[config.mk]
export PLATFORM = sky130hd
export DESIGN_NAME = saph_trap_walker
export DESIGN_NICKNAME = d
export VERILOG_FILES = /design/src/rtl/saph_trap_walker.sv
export SDC_FILE = /design/constraint.sdc
export NUM_CORES = 1
export LEC_CHECK = 0
export BUFFER_PORTS_ARGS = -buffer_cell sky130_fd_sc_hd__buf_2
export CAP_MARGIN = 10
export CORE_ASPECT_RATIO = 1.75
export CORE_MARGIN = 2
export CORE_UTILIZATION = 25
export CTS_CLUSTER_SIZE = 30
export DETAILED_ROUTE_END_ITERATION = 12
export GPL_ROUTABILITY_DRIVEN = 0
export PLACE_DENSITY_LB_ADDON = 0.12
export SYNTH_ARGS = -nofsm -noshare
export SYNTH_HDL_FRONTEND = slang
export SYNTH_SLANG_ARGS = --single-unit
export TNS_END_PERCENT = 30
[constraint.sdc]
create_clock -name clk -period 5.2 [get_ports clk]
set_clock_uncertainty 0.2 [all_clocks]
set_input_delay 0 -clock clk [delete_from_list [all_inputs] [get_ports clk]]
set_output_delay 0 -clock clk [all_outputs]
set_load 0.02 [all_outputs]
[src/rtl/saph_trap_walker.sv]
`default_nettype none
// ============================================================================
// Module   : saph_trap_walker
// Brief    : Walks rasterizer trapezoids one scanline per cycle, emitting
//            top-left (ceil) sampled spans [x0, x1) for each y.
// Revision : 1.0 - initial release
// ============================================================================
module saph_trap_walker #(
    parameter int COORD_W = 16,
    parameter int FRAC_W  = 16
) (
    input  logic                        clk,
    input  logic                        rst,
    input  logic                        in_valid,
    output logic                        in_ready,
    input  logic [COORD_W-1:0]          in_y_top,
    input  logic [COORD_W-1:0]          in_y_bot,
    input  logic [COORD_W+FRAC_W-1:0]   in_xl,
    input  logic [COORD_W+FRAC_W-1:0]   in_xr,
    input  logic [COORD_W+FRAC_W-1:0]   in_dxl,
    input  logic [COORD_W+FRAC_W-1:0]   in_dxr,
    output logic                        out_valid,
    input  logic                        out_ready,
    output logic [COORD_W-1:0]          out_y,
    output logic [COORD_W-1:0]          out_x0,
    output logic [COORD_W-1:0]          out_x1,
    output logic                        out_last
);

    localparam int c_xw = COORD_W + FRAC_W;
    localparam logic [0:0] c_idle = 1'b0;
    localparam logic [0:0] c_walk = 1'b1;
    localparam logic [c_xw-1:0] c_round = {{COORD_W{1'b0}}, {FRAC_W{1'b1}}};
    localparam logic [COORD_W-1:0] c_one = {{(COORD_W-1){1'b0}}, 1'b1};

    logic [0:0]         r_state;
    logic [COORD_W-1:0] r_y_cur;
    logic [COORD_W-1:0] r_y_end;
    logic [c_xw-1:0]    r_xl;
    logic [c_xw-1:0]    r_xr;
    logic [c_xw-1:0]    r_dxl;
    logic [c_xw-1:0]    r_dxr;

    // The span to present next comes either from a fresh trapezoid (IDLE)
    // or from the edges stepped by one scanline (WALK); one datapath serves both.
    logic               w_idle;
    logic [COORD_W-1:0] w_src_y;
    logic [COORD_W-1:0] w_src_yend;
    logic [c_xw-1:0]    w_src_xl;
    logic [c_xw-1:0]    w_src_xr;
    logic [COORD_W-1:0] w_ceil_l;
    logic [COORD_W-1:0] w_ceil_r;
    logic [COORD_W-1:0] w_x1;
    logic [COORD_W-1:0] w_y_inc;
    logic               w_last;

    assign w_idle     = (r_state == c_idle);
    assign w_src_y    = w_idle ? in_y_top : r_y_cur + c_one;
    assign w_src_yend = w_idle ? in_y_bot : r_y_end;
    assign w_src_xl   = w_idle ? in_xl    : r_xl + r_dxl;
    assign w_src_xr   = w_idle ? in_xr    : r_xr + r_dxr;

    assign w_ceil_l = COORD_W'($signed(w_src_xl + c_round) >>> FRAC_W);
    assign w_ceil_r = COORD_W'($signed(w_src_xr + c_round) >>> FRAC_W);
    // Crossed edges collapse to a zero-width span at x0.
    assign w_x1     = ($signed(w_ceil_r) < $signed(w_ceil_l)) ? w_ceil_l : w_ceil_r;
    assign w_y_inc  = w_src_y + c_one;
    assign w_last   = (w_y_inc == w_src_yend);

    always_ff @(posedge clk) begin
        if (rst) begin
            r_state   <= c_idle;
            r_y_cur   <= '0;
            r_y_end   <= '0;
            r_xl      <= '0;
            r_xr      <= '0;
            r_dxl     <= '0;
            r_dxr     <= '0;
            in_ready  <= 1'b1;
            out_valid <= 1'b0;
            out_y     <= '0;
            out_x0    <= '0;
            out_x1    <= '0;
            out_last  <= 1'b0;
        end else if (r_state == c_idle) begin
            if (in_valid) begin
                r_y_cur <= in_y_top;
                r_y_end <= in_y_bot;
                r_xl    <= in_xl;
                r_xr    <= in_xr;
                r_dxl   <= in_dxl;
                r_dxr   <= in_dxr;
                if (in_y_top < in_y_bot) begin
                    r_state   <= c_walk;
                    in_ready  <= 1'b0;
                    out_valid <= 1'b1;
                    out_y     <= w_src_y;
                    out_x0    <= w_ceil_l;
                    out_x1    <= w_x1;
                    out_last  <= w_last;
                end
            end
        end else begin
            if (out_ready) begin
                r_y_cur <= w_src_y;
                r_xl    <= w_src_xl;
                r_xr    <= w_src_xr;
                if (out_last) begin
                    r_state   <= c_idle;
                    in_ready  <= 1'b1;
                    out_valid <= 1'b0;
                    out_last  <= 1'b0;
                end else begin
                    out_y    <= w_src_y;
                    out_x0   <= w_ceil_l;
                    out_x1   <= w_x1;
                    out_last <= w_last;
                end
            end
        end
    end

endmodule
`default_nettype wire

# Yosys cells after proc, flatten, opt, wreduce, memory -nomap -nowiden
# Cells that the tools add are included.
[totals] register_bits=212 inputBits=164 output_inout_bits=51 word_cells=82
[classes] n_addsub=6 n_lt_le_gt_ge=2 n_eq_ne=4 muxes=49 bitwise_logic=1 reduce_logical=7
[ops] cell="$mux W16" n=21
[ops] cell="$mux W32" n=8
[ops] cell="$add A32 B16 Y32 const B" n=2
[ops] cell="$add A32 B32 Y32" n=2
[ops] cell="$add A16 B1 Y16 const B" n=2
[ops] cell="$lt A16 B16 Y1" n=2
[ops] cell="$mux W1" n=20
[ops] cell="$eq A16 B16 Y1" n=1
[ops] cell="$reduce_and A4 Y1" n=2
[ops] cell="$ne A2 B2 Y1 const B" n=3
[ops] cell="$reduce_and A2 Y1" n=2
[ops] cell="$reduce_bool A2 Y1" n=2
[ops] cell="$reduce_and A3 Y1" n=1
[ops] cell="$not A1 Y1" n=1

# Logic depth before layout (Yosys ltp)
# Gate-level depths: netlist of the first run.
[depth] word_depth=8 ltp_mapped=27 mapped_depth_nobuf=25

# Worst setup path after synthesis of the first run
# OpenSTA, ideal clock, no wires.
[synth_path] kind="reg-to-reg" startpoint="register r_xl[0]" endpoint="register out_x1[8]" setup_time_ns=0.131 t_arrival_ns=5.246 required_time_ns=4.869 path_slack_ns=-0.378 stages_incl_launch_ff=26 n_path_buf=1 period_less_slack_ns=5.578 cell_sequence="dfxtp_1 ha_1 inv_1 fa_1 nand2b_1 a211oi_1 o21ai_0 o21ai_1 nand3_1 o311a_1 nor4b_1 o211ai_2 nor4b_1 nor4b_2 xnor2_1 inv_1 ha_1 nand4_1 o21ai_0 nor3_1 a21oi_1 a21oi_1 o21ai_4 buf_4 a211oi_1 nor3_1"
[synth_between] elab_chain_len=8 word_cells_on_any_way=10 classes_between="add/sub (2); order compare (1); mux (7)"
[synth_rtl] element="start: declaration" line="39" source="logic [c_xw-1:0] r_xl;"
[synth_rtl] element="start signal: assignment" line="89" source="r_xl <= in_xl;"
[synth_rtl] element="start signal: assignment" line="106" source="r_xl <= w_src_xl;"
[synth_rtl] element="$add A32 B32 Y32 (*)" line="60" source="assign w_src_xl = w_idle ? in_xl : r_xl + r_dxl;"
[synth_rtl] element="$mux W32 (*)" line="60"
[synth_rtl] element="$add A32 B16 Y32 (*)" line="63" source="assign w_ceil_l = COORD_W'($signed(w_src_xl + c_round) >>> FRAC_W);"
[synth_rtl] element="$lt A16 B16 Y1" line="66" source="assign w_x1 = ($signed(w_ceil_r) < $signed(w_ceil_l)) ? w_ceil_l : w_ceil_r;"
[synth_rtl] element="$mux W16 (*)" line="66"
[synth_rtl] element="$mux W16 (on tied branches)" line="93, 108"
[synth_rtl] element="$mux W16 (on tied branches)" line="86, 104"
[synth_rtl] element="$mux W16 (*)" line="85" source="end else if (r_state == c_idle) begin"
[synth_rtl] element="end signal: assignment" line="99" source="out_x1 <= w_x1;"
[synth_rtl] element="end signal: assignment" line="116" source="out_x1 <= w_x1;"
[synth_rtl] element="end: declaration" line="26" source="output logic [COORD_W-1:0] out_x1,"
# Mark *: on every way between the ends. The rest lies on a longest branch, timed or not. The select of a mux whose other input is x is not followed.
# A chain may end at the register's enable or synchronous reset.

# Worst setup path after layout of the first run
[layout_path] startpoint="register r_xr[0]" endpoint="register out_x1[3]"
[layout_between] elab_chain_len=8 word_cells_on_any_way=10 classes_between="add/sub (2); order compare (1); mux (7)"
[layout_rtl] element="start: declaration" line="40" source="logic [c_xw-1:0] r_xr;"
[layout_rtl] element="start signal: assignment" line="90" source="r_xr <= in_xr;"
[layout_rtl] element="start signal: assignment" line="107" source="r_xr <= w_src_xr;"
[layout_rtl] element="$add A32 B32 Y32 (*)" line="61" source="assign w_src_xr = w_idle ? in_xr : r_xr + r_dxr;"
[layout_rtl] element="$mux W32 (*)" line="61"
[layout_rtl] element="$add A32 B16 Y32 (*)" line="64" source="assign w_ceil_r = COORD_W'($signed(w_src_xr + c_round) >>> FRAC_W);"
[layout_rtl] element="$lt A16 B16 Y1" line="66"
[layout_rtl] element="$mux W16 (*)" line="66"
[layout_rtl] element="$mux W16 (on tied branches)" line="93, 108"
[layout_rtl] element="$mux W16 (on tied branches)" line="86, 104"
[layout_rtl] element="$mux W16 (*)" line="85"
# Marks and branches as above.

==> results of run 1 <==
where the power goes:
group	internal (W)	leakage (nW)	total (W)	switching [W]
Combinational	0.00120	7.54	0.00261	0.00141
Clock	0.00130	0.482	0.00215	0.000856
Sequential	0.00181	1.75	0.00195	0.000145
final timing paths:
kind	startpoint	endpoint	slack (ns)
min reg2reg	out_y[13]$_SDFFE_PP0P_	out_y[13]$_SDFFE_PP0P_	0.25
max reg2reg	r_xr[0]$_SDFFE_PP0P_	out_x1[3]$_SDFFE_PP0P_	-0.42
min	in_dxr[24]	r_dxr[24]$_SDFFE_PP0P_	0.03
max	r_xr[0]$_SDFFE_PP0P_	out_x1[3]$_SDFFE_PP0P_	-0.42
synth_stat cells (all sizes together) (6+ instances only):
library cell / number
o211ai: 11
a221oi: 8
a211o: 11
nor2b: 24
clkbuf: 73
xor2: 41
o31ai: 9
nor3: 31
mux2: 8
o21ai: 61
ha: 94
a21o: 24
inv: 54
nand3: 27
nand4: 28
and2: 17
o21a: 15
dfxtp: 212
buf: 40
or3: 14
a2111oi: 8
nor2: 207
a21oi: 240
a211oi: 90
xnor2: 45
or2: 6
a31oi: 14
and3: 21
mux2i: 38
nand2b: 14
nand2: 329
a311oi: 6
nor4: 7
critical path: cells and delay by family, from the launching register on:
family	cells	cell delay, ns
AOI/OAI and AO/OA	12	2.20
xor gates and xnor gates	1	0.17
adders and majority gates	3	0.69
buffers and inverters	4	0.50
DFF	1	0.36
and+or+nand+nor	7	1.36
logic make-up (layout without fill, tap and decap cells):
kind of cell,count (synthesis),after routing,share of synthesized area
simple gates,752,752,0.235
buf+inv,168,870,0.0471
fa+ha+maj,96,96,0.0843
other cells,0,2,0
mux,46,46,0.0326
xor+xnor,86,86,0.0522
flops,212,212,0.294
compound gates,559,560,0.254
metrics by stage:
stage	util	power (W)	setup TNS [ns]	instances	area [µm²]
after floorplan	-	0.00329	0	1919	14500
after global placement	0.321	0.00433	-12.16	3081	18400
after detailed placement	0.321	0.00435	-12.84	3081	18400
after CTS	0.387	0.00680	-5.84	3384	22100
after global routing	0.389	0.00715	-11.53	3389	22200
final	0.389	0.00672	-5.60	3391	22200
state kept, by name, summed over array words and instances, names as in the netlist:
register and cells:
r_dxl 32, r_dxr 32, r_xl 32, r_xr 32, out_x0 16, out_x1 16, out_y 16, r_y_cur 16
r_y_end 16, in_ready 1, out_last 1, out_valid 1, r_state 1
per-layer routing:
layer	vias to the layer above	global-route usage	wire length, µm
li1	8223	-	-
met1	7590	0.203	22500
met2	317	0.397	32800
met3	102	0.0332	2490
met4	0	0.0889	2900
met5	-	0	0
cell type report:
class | count | area (µm²)
flip-flops and latches | 212 | 4250
inverters | 55 | 206
multi-input cells | 1540 | 9970
diodes | 2 | 5.00
well taps | 767 | 960
fillers | 6079 | 34900
clock buffers | 31 | 753
repair buffers | 763 | 5840
clock inverters | 21 | 262
repair_timing:
| action | CTS | global route |
|---|---|---|
| hold buffers | 233 | 0 |
| pin swaps | 26 | 9 |
| hold endpoints to repair | 197 | 0 |
| resized for setup | 57 | 12 |
| setup endpoints to repair | 16 | 17 |
| setup buffers | 18 | 5 |
| cloned | 1 | 0 |
==> flow_summary.ini, run 1 <==
[finish]
final_cell_mix = nand2_1, buf_4, a21oi_1, dlygate4sd3_1, buf_2
layout_commonest_cell = nand2_1
drive_gt1_frac = 0.264
syn2layout_area_growth_pct = 54.2
nets = 2860

[clock_network]
cts_inserted_buffers = 28
clockBufferDepth = 3
cts.clk_slew.worst_paths_ns = 0.06
cts_tree = done
clk_latency_ns = 0.58
cts_htree_levels = 1
root_buffer = clkbuf_16
clock-sinks = 212

[placement]
io_buffer_count = 214
dp_slack_ns = -0.855
dpl.hpwl_um = 46100

[sta]
slew_violations = 0
setup_viol = 16
slew-limit-headroom = 0.297
fmax_ghz = 0.178
fin_crit_sh = 1.08
worst_slack_ns = -0.415
worstMarginPinSlew_ns = 1.05
finalCriticalPeriod_ns = 5.62
rsz0062_at_grt = yes
hold_slack_ns = 0.0288
hold_viol = 0

[flow_run]
maxCapViolCount = 0

[global_route]
grt_usage = 0.202
grt_pass1_vias = 16800
antenna_found_initial = 2
grt_pass1_wl_um = 93000
grt_max_degree = 98
overflow = 0

[worst_hold_path]
min_path_cells = 4
hold_class = in2reg

[synth]
synth.net_count = 2179
ys_warn_count = 0
ys_async_sr_fraction = 0
yosys.area.top_type = dfxtp_1
yosysSeqAreaShare = 0.294
netlist_instances = 1919
ys_ff_latch = 212
syn_area_um2 = 14400
ys_top_cells_by_area = dfxtp_1, nand2_1, a21oi_1
synth_flop_cell = dfxtp_1
synth-edff-count = 0
yosysTopAreaCellShare = 0.294
syn_area_per_cell_um2 = 7.52
synth_cell_types = 96

[worst_setup_path]
slowest_stage = o311ai_2
crit_arrival_ns = 5.90
cp-start-kind = register
cp-end-kind = register
timing.reg2reg.worst_path_depth = 27
critPathKind = reg2reg
path_max_fanout = 6
crit_required_ns = 5.48
critPathMaxStageDelay_ns = 0.43

[detailed_routing]
wire_per_inst_um = 17.9
vias = 16200
drtIter0Drc = 571
ant_nets = 0
first_pass_iters = 4
wl_um = 60700
drc_errors = 0
viasPerCell = 4.79

[power]
leakagePower_nw = 9.77
p_per_area_nw_per_um2 = 302
ir_worst_vdd_v = 0.000237

[floorplan]
die_h_um = 322
coreArea_um2 = 57200
start_util = 0.252
dieArea_um2 = 59700
fp.dieW_um = 186
rows = 116
io_pins = 215

[outcome]
outcome = complete, but fails checks
violations = negative setup slack
Power figures use the tool's default switching activity.
==> run 2: changes to the inputs <==
Settings changed: MAX_ROUTING_LAYER set to met4, REMOVE_ABC_BUFFERS set to 1.
==> run 2 against run 1 <==
Against the previous run: die area is the same; via count grew 0.92%; largest power group unchanged; maximum frequency shrank 0.72%; first-iteration DRC count shrank 2.6%; setup slack lost 0.041 ns; global-route usage grew 0.080 points; core utilization shrank 0.050 points; sequential power is essentially flat; sequential cell count is the same; routed wire length shrank 1.2%; largest cell class unchanged; the run still ends with negative setup slack left; clock power shrank 13%; highest routed layer unchanged; combinational power shrank 2%.
==> flow_summary.ini, run 2 (synthesis gave the netlist of run 1 again) <==
[worst_hold_path]
min_path_cells = 4
hold_class = in2reg
holdCritStartpoint = in_dxr[17]
whs_endpoint = r_dxr[17]$_SDFFE_PP0P_

[finish]
final_cell_mix = nand2_1, buf_4, dlygate4sd3_1
nets = 2876
num-fill-cells = 6171
layout_commonest_cell = nand2_1
regArea_um2 = 4260
final_cells = 3404
drive_gt1_frac = 0.257
stdcell_area_um2 = 22200
syn2layout_area_growth_pct = 54.0
multi_input_comb_area_um2 = 9900

[clock_network]
cts_inserted_buffers = 26
root_buffer = clkbuf_16
cts.clk_slew.worst_paths_ns = 0.06
clk_latency_ns = 0.59
cts_htree_levels = 1
clock-sinks = 212
clockBufferDepth = 3
cts_tree = done

[global_route]
grt_max_degree = 92
grt_pass1_wl_um = 91000
antenna_found_initial = 2
grt_usage = 0.202
use_met2 = 0.405
grtUsageMet3 = 0.0168
overflow = 0
grt_pass1_vias = 16800
grt.met1_usage = 0.202
busiest_layer = met2

[sta]
finalCriticalPeriod_ns = 5.66
hold_viol = 0
worstMarginPinSlew_ns = 0.948
worst_slack_ns = -0.456
slew_violations = 0
rsz0062_at_grt = yes
setup_viol = 16
slew-limit-headroom = 0.368
fin_crit_sh = 1.09
hold_slack_ns = 0.0344
fmax_ghz = 0.177

[placement]
dpl.hpwl_um = 44000
dpl_cell_area_um2 = 18300
dpl.cell_count = 3080
io_buffer_count = 214

[worst_setup_path]
timing.reg2reg.worst_path_depth = 24
reg2reg_to = out_x1[4]$_SDFFE_PP0P_
crit_buf_inv = 3
path_cells = ha_1, nand4_1, or3_1, a211oi_2, o21ai_0, buf_4, a21oi_1, o21ai_0, a2111oi_1, nor3_1, or3_4, xor2_1, ha_1, a21o_1, a21oi_1, o21ai_1, nor3_1, a21oi_1, a21oi_2, o21ai_4, buf_4, buf_4, mux2i_1, a211oi_1
path_max_fanout = 5
reg2reg_from = r_dxr[15]$_SDFFE_PP0P_
crit_arrival_ns = 5.89
cp-end-kind = register
cp-start-kind = register
slowest_stage = or3_4
cp_top_family = compound AO/OA/AOI/OAI gates
ff2ff_setup_slack_ns = -0.46
crit_required_ns = 5.43
critPathKind = reg2reg
critPathMaxStageDelay_ns = 0.43

[flow_run]
maxCapViolCount = 0

[detailed_routing]
wl_um = 59900
ant_nets = 0
first_pass_iters = 5
drtIter0Drc = 556
viasPerCell = 4.81
drc_errors = 0
vias = 16400
wire_per_inst_um = 17.6

[outcome]
outcome = complete, but fails checks
violations = negative setup slack

[floorplan]
rows = 116
dieArea_um2 = 59700
fp.dieW_um = 186
io_pins = 215
die_h_um = 322
coreArea_um2 = 57200
start_util = 0.252

[power]
ir_worst_vdd_v = 0.000259
power_w = 0.00638
p_per_area_nw_per_um2 = 287
leakagePower_nw = 9.77
run 2: cell types whose count changed in the layout (fill, tap and decap cells not counted), moves of 6 or more:
cell           delta
dfxtp_2           +6
dlygate4sd3_1    +24
clkinvlp_4        -7
clkbuf_1          +8
buf_4             -6
dfxtp_1           -6
run 2: through the flow:
stage                     TNS, ns   util  setup WS, ns
after floorplan           -788.61      -         -5.07
after global placement     -12.40  0.320        -0.873
after detailed placement   -13.23  0.320        -0.919
after CTS                   -5.42  0.387        -0.408
after global routing       -10.87  0.389        -0.802
final                       -5.87  0.389        -0.456
run 2: timing repair:
item	CTS	global route
hold buffers	257	0
endpoints found under the setup margin	16	16
setup buffers	13	4
resized for setup	61	22
pin swaps	38	12
endpoints found under the hold margin	193	0
gates cloned	2	0
run 2: report_power, final:
group,internal [W],total [W],switching (W)
logic,0.00119,0.00257,0.00138
registers,0.00181,0.00194,0.000128
clock network,0.00107,0.00187,0.000797
total,0.00407,0.00638,0.00231
run 2: layout make-up:
class                           instances  share of cell area
Sequential cell                       212               0.192
Antenna cell                            2            0.000225
Clock inverter                          6             0.00315
Clock buffer                           41              0.0350
Inverter                               55             0.00929
Multi-Input combinational cell       1540               0.445
Tap cell                              767              0.0432
Timing Repair Buffer                  781               0.272
run 2: worst max-delay path by stage:
| stage | startpoint | to | slack, ns | depth (start not counted) |
|---|---|---|---|---|
| floorplan | r_state$_SDFF_PP0_ | r_xl[13]$_SDFFE_PP0P_ | -5.07 | 4 |
| global placement | r_xl[0]$_SDFFE_PP0P_ | out_x1[0]$_SDFFE_PP0P_ | -0.87 | 27 |
| detailed placement | r_xl[0]$_SDFFE_PP0P_ | out_x1[0]$_SDFFE_PP0P_ | -0.92 | 27 |
| CTS | r_dxr[1]$_SDFFE_PP0P_ | out_x1[4]$_SDFFE_PP0P_ | -0.41 | 24 |
| global route | r_xl[0]$_SDFFE_PP0P_ | out_x1[5]$_SDFFE_PP0P_ | -0.80 | 32 |
| finish | r_dxr[15]$_SDFFE_PP0P_ | out_x1[4]$_SDFFE_PP0P_ | -0.46 | 24 |
run 2: worst min-delay path, cell delays in order:
cell and delay (ns):
dlygate4sd3_1 0.53, buf_2 0.13, nand2_1 0.05, a21oi_1 0.05
run 2: metal layers:
metal,up-vias,routed length [µm]
met5,-,0
met2,296,33700
met4,0,1690
met1,7749,22900
li1,8252,-
met3,84,1640
